### src/rtl/ifetch_queue.sv
// Instruction fetch queue: issues in-order fetches, buffers returned words with their PCs,
// and discards in-flight responses that a redirect has made stale.
module ifetch_queue #(
  parameter int              XLEN     = 32,
  parameter int              DEPTH    = 4,
  parameter logic [XLEN-1:0] RESET_PC = 32'h0000_0000
) (
  input  logic            clk,
  input  logic            rst,
  input  logic            br_en,
  input  logic [XLEN-1:0] br_addr,
  input  logic            stall,
  output logic            exIns_ren,
  output logic [XLEN-1:0] exIns_addr,
  input  logic            exIns_valid,
  input  logic [XLEN-1:0] exIns_in,
  output logic            inst_valid,
  output logic [XLEN-1:0] inst,
  output logic [XLEN-1:0] pc,
  output logic            err
);

  localparam int              AW      = (DEPTH > 1) ? $clog2(DEPTH) : 1;
  localparam int              CW      = $clog2(DEPTH) + 1;
  localparam logic [CW:0]     DEPTH_W = (CW+1)'(DEPTH);
  localparam logic [XLEN-1:0] PC_STEP = XLEN'(4);
  localparam logic [XLEN-1:0] ALIGN_M = ~(XLEN'(3));

  logic [XLEN-1:0]  fetch_pc_q, fetch_pc_d;
  logic [AW-1:0]    head_q, head_d;
  logic [AW-1:0]    tail_q, tail_d;
  logic [AW-1:0]    fill_q, fill_d;
  logic [CW-1:0]    count_q, count_d;
  logic [CW-1:0]    unfilled_q, unfilled_d;
  logic [CW-1:0]    discard_q, discard_d;
  logic [DEPTH-1:0] filled_q, filled_d;
  logic             err_q, err_d;

  logic [XLEN-1:0]  pc_mem   [DEPTH];
  logic [XLEN-1:0]  inst_mem [DEPTH];

  logic        issue, resp, drop, fill, pop, spurious, consumed;
  logic [CW:0] credit, in_flight;

  // Stale responses still in flight hold issue credit until they drain.
  assign credit    = {1'b0, count_q} + {1'b0, discard_q};
  assign in_flight = {1'b0, unfilled_q} + {1'b0, discard_q};

  assign issue    = !rst && !br_en && (credit < DEPTH_W);
  assign resp     = exIns_valid && !rst;
  assign consumed = resp && (in_flight != '0);
  assign spurious = resp && (in_flight == '0);
  assign drop     = resp && (discard_q != '0);
  assign fill     = resp && (discard_q == '0) && (unfilled_q != '0) && !br_en;
  assign pop      = filled_q[head_q] && !stall && !br_en && !rst;

  generate
    for (genvar gi = 0; gi < DEPTH; gi++) begin : g_filled
      assign filled_d[gi] = br_en ? 1'b0
                          : ((filled_q[gi] && !(pop && head_q == AW'(gi)))
                             || (fill && fill_q == AW'(gi)));
    end
  endgenerate

  always_comb begin
    fetch_pc_d = fetch_pc_q;
    head_d     = head_q;
    tail_d     = tail_q;
    fill_d     = fill_q;
    count_d    = count_q;
    unfilled_d = unfilled_q;
    discard_d  = discard_q;
    err_d      = err_q || spurious;

    if (br_en) begin
      // Everything not yet returned becomes stale, including any earlier discards.
      fetch_pc_d = br_addr & ALIGN_M;
      head_d     = '0;
      tail_d     = '0;
      fill_d     = '0;
      count_d    = '0;
      unfilled_d = '0;
      discard_d  = CW'(in_flight - {{CW{1'b0}}, consumed});
    end else begin
      if (drop) begin
        discard_d = discard_q - CW'(1);
      end
      if (fill) begin
        fill_d = fill_q + AW'(1);
      end
      if (pop) begin
        head_d = head_q + AW'(1);
      end
      if (issue) begin
        tail_d     = tail_q + AW'(1);
        fetch_pc_d = fetch_pc_q + PC_STEP;
      end
      count_d    = count_q + {{(CW-1){1'b0}}, issue} - {{(CW-1){1'b0}}, pop};
      unfilled_d = unfilled_q + {{(CW-1){1'b0}}, issue} - {{(CW-1){1'b0}}, fill};
    end
  end

  always_ff @(posedge clk) begin
    if (rst) begin
      fetch_pc_q <= RESET_PC;
      head_q     <= '0;
      tail_q     <= '0;
      fill_q     <= '0;
      count_q    <= '0;
      unfilled_q <= '0;
      discard_q  <= '0;
      filled_q   <= '0;
      err_q      <= 1'b0;
    end else begin
      fetch_pc_q <= fetch_pc_d;
      head_q     <= head_d;
      tail_q     <= tail_d;
      fill_q     <= fill_d;
      count_q    <= count_d;
      unfilled_q <= unfilled_d;
      discard_q  <= discard_d;
      filled_q   <= filled_d;
      err_q      <= err_d;
    end
  end

  // Entry storage carries no reset; the filled bits alone say what is meaningful.
  always_ff @(posedge clk) begin
    if (issue) begin
      pc_mem[tail_q] <= fetch_pc_q;
    end
    if (fill) begin
      inst_mem[fill_q] <= exIns_in;
    end
  end

  assign exIns_ren  = issue;
  assign exIns_addr = fetch_pc_q;
  assign inst_valid = !rst && filled_q[head_q];
  assign inst       = rst ? '0 : inst_mem[head_q];
  assign pc         = rst ? '0 : pc_mem[head_q];
  assign err        = !rst && err_q;

endmodule

### config.mk
export PLATFORM = sky130hd
export DESIGN_NAME = ifetch_queue
export DESIGN_NICKNAME = d
export VERILOG_FILES = /design/src/rtl/ifetch_queue.sv
export SDC_FILE = /design/constraint.sdc
export NUM_CORES = 1
export LEC_CHECK = 0
export ABC_AREA = 1
export BUFFER_PORTS_ARGS = -buffer_cell sky130_fd_sc_hd__buf_2
export CAP_MARGIN = 0
export CORE_ASPECT_RATIO = 1.4
export CORE_UTILIZATION = 44
export CTS_BUF_LIST = sky130_fd_sc_hd__clkbuf_4
export DETAILED_ROUTE_END_ITERATION = 12
export HOLD_SLACK_MARGIN = 0.06
export MAX_ROUTING_LAYER = met4
export SETUP_SLACK_MARGIN = 0.1
export SLEW_MARGIN = 25
export SYNTH_ARGS = -nofsm -noshare
export SYNTH_HDL_FRONTEND = slang
export SYNTH_SLANG_ARGS = --single-unit
### constraint.sdc
create_clock -name clk -period 3.6 [get_ports clk]
set_clock_uncertainty 0.1 [all_clocks]
set_input_delay 0.72 -clock clk [delete_from_list [all_inputs] [get_ports clk]]
set_output_delay 0.72 -clock clk [all_outputs]
set_load 0.1 [all_outputs]
==> results.md <==
- Crit Path Class: reg -> out
- Synthesized cell area: 13200 µm²
- Gr ovfl total: 0
- Layout Area Growth over Synthesis: 23.7%
- Via density: 5.07
- Setup ws final: 0.284 ns
- Drt initial violations: between 500 and 600
- Post-synthesis cell count: approximately 1300
- Post-DP HPWL: just under 20 mm
- Reg2reg path depth: 13
- Setup WS pre-CTS: approximately 0.62 ns
- Setup violations, final: 0
- MaxCap Viol Count: 0
- CTS tree: done
- Hold depth: 1
- Post-cts resize count: 0
- Sink Count: 300
- Die height: 207 µm
- Min-Delay Endpoint: inst_mem[0][25]
- Clock root cell: clkbuf_4
- F_max: 302 MHz
- Syn. warnings: 0
- Hold_buf cts: 0
- Main synth FF type: edfxtp_1
- FF-to-FF Start: discard_q[1]
- Fillers: ~2500
- Vias in the first global route: 9578
- CP Launch Type: register
- CTS Buf Count: 73
- Synth unique cells: 41
- Row Count: 74
- CP max FO: 30
- Fraction of layout cells with a size suffix above 1: about a fifth
- Final hold violations: 0
- DIE WIDTH: 148 µm
- Area occupied by multi-input gates: 4100 µm²
- Leak Pwr: 0.00626 µW
- RR Endpoint: unfilled_q[2]
- Worst hold start: exIns_in[25]
- WL/cell: 16.0 µm
- Final min period: roughly 3.3 ns
- Final slew viol count: 0
- Vias: between 9000 and 10000
- Worst-Margin Slew: 0.516 ns
- Die ar.: 30700 µm²
- Most frequent cells in the layout: nor2_1, edfxtp_1, nand2_1
- Syn Area/Cell: 10.1 µm²
- Largest net degree at the start of global routing: 91
- Core region area: 29400 µm²
- Post-synth EDFFs: 248
- Final core utilization: ~56%
- Relative slew slack: roughly two thirds
- Total Routing Usage GR: between 20% and 30%
- Port Buf Inserts: 161
- First-pass GRT wire length: 49.2 mm
- Post-CTS setup repair buffer count: 0
- Initial antenna violation count: 1
- Ys async rst share: 0%
- Sum Neg Setup Slack: 0 ns
- Sequential area share after synthesis: 64.3%
- Post-Route WL: just over 30 mm
- R2R Setup Slk: 0.99 ns
- Crit path arrival time: ~2.5 ns
- CTS Buffer Depth: 3
- Most common cell after layout, fill and taps aside: nor2_1
- Status: completed
- RD Place Congestion: roughly 0.9
- Final ANT Viol Nets: 0
- Drt pass-1 iters: 5
- Min Hold Slack: 0.140 ns
- Layout Nets: ~1600
- Register Area: between 8000 and 9000 µm²
- CTS H-tree lvls: 3
- DRC Markers: 0
- Final period util: 92.1%
- Clk Latency, worst-skew pair: ~0.71 ns
- Clk slew on worst S/H paths: 0.07 ns
- Crit. End Element: output port
- Worst min path class: in -> reg
- RSZ-0062 raised after global routing: no
- Num ports: around 170
- Yosys reg bits: 300
- Worst path required time: between 2 and 3 ns
- Maximum VDD drop: 0.254 mV
- PwrDens: 466 nW/µm²
- Initial core utilization: 45.0%
## area by class of cell
| type | count | share of cell area [%] |
|---|---|---|
| Inverter | 87 | 2.01 |
| Sequential cell | 300 | 52.0 |
| Timing Repair Buffer | 185 | 12.0 |
| Tap cell | 380 | 2.91 |
| Clock buffer | 107 | 4.91 |
| Multi-Input combinational cell | 858 | 25.1 |
| Clock inverter | 29 | 1.06 |
| Antenna cell | 1 | 0.0153 |
## registers in the layout (all words and copies together) (netlist names), named ones only
name,count
tail_q,2
exIns_addr,30
head_q,2
err_q,1
inst_mem,128
pc_mem,120
fill_q,2
count_q,3
filled_q,4
discard_q,3
unfilled_q,3
## Yosys cell counts, types with 2 or more instances
cell | instances | share of area [%]
nor2_2 | 6 | 0.28
fa_1 | 3 | 0.45
inv_1 | 80 | 2.3
nand2_1 | 171 | 4.9
o21ai_0 | 140 | 5.3
or2_2 | 2 | 0.095
buf_2 | 14 | 0.53
clkbuf_1 | 42 | 1.2
o21ai_1 | 2 | 0.076
edfxtp_1 | 248 | 56
ha_1 | 25 | 2.4
and2_1 | 2 | 0.095
nor2_1 | 305 | 8.7
xnor2_1 | 2 | 0.13
a21oi_1 | 102 | 3.9
buf_6 | 5 | 0.43
nand3_1 | 57 | 2.2
dfxtp_1 | 52 | 7.9
nor2_4 | 3 | 0.26
inv_2 | 4 | 0.11
nand4_1 | 2 | 0.095
xor2_1 | 6 | 0.40
a31oi_1 | 4 | 0.19
clkinv_1 | 2 | 0.057
o21bai_1 | 6 | 0.34
buf_4 | 4 | 0.23
nand2_2 | 4 | 0.19
nor2_8 | 2 | 0.30
## how the worst max path moves through the flow
stage                   from             to  slack, ns
global placement         rst  unfilled_q[2]       0.67
finish              register          pc[9]       0.28
global route        register       inst[26]       0.10
CTS                 register          pc[9]       0.14
detailed placement       rst  unfilled_q[2]       0.62
floorplan                rst         pc[24]       0.20
## cell families after synthesis
family | share of synthesized area (%)
compound gates | 10.0
xor+xnor | 0.530
other cells | 0.0284
buf+inv | 4.89
simple gates | 17.5
flops | 64.3
fa+ha+maj | 2.82
## per-stage QoR
stage	power (µW)	std cells	area, µm²
2_1_floorplan	4550	1311	13200
3_5_place_dp	4840	1810	15400
4_1_cts	7710	1946	16300
3_3_place_gp	4830	1810	15400
6_report	7620	1947	16300
5_1_grt	7940	1947	16300
## per-layer routing
layer	part of all wire, %	vias up	track usage, %
li1	-	4881	-
met1	41	4682	24.2
met2	53	252	36.6
met3	3.9	55	3.19
met4	2.7	0	10.1
met5	0	-	-
## worst max-delay path, stage by stage (launching register included)
cell and delay, ns:
dfxtp_2 0.61, inv_2 0.06, buf_4 0.25, nor2_1 0.15, o21ai_0 0.10, a21oi_1 0.38, buf_12 0.23
## where the power goes
group          total, µW  internal (µW)  switching (µW)
logic                869            235             635
clock network       2860           1520            1330
registers           3890           3820            75.3
(Power assumes the default switching activity.)
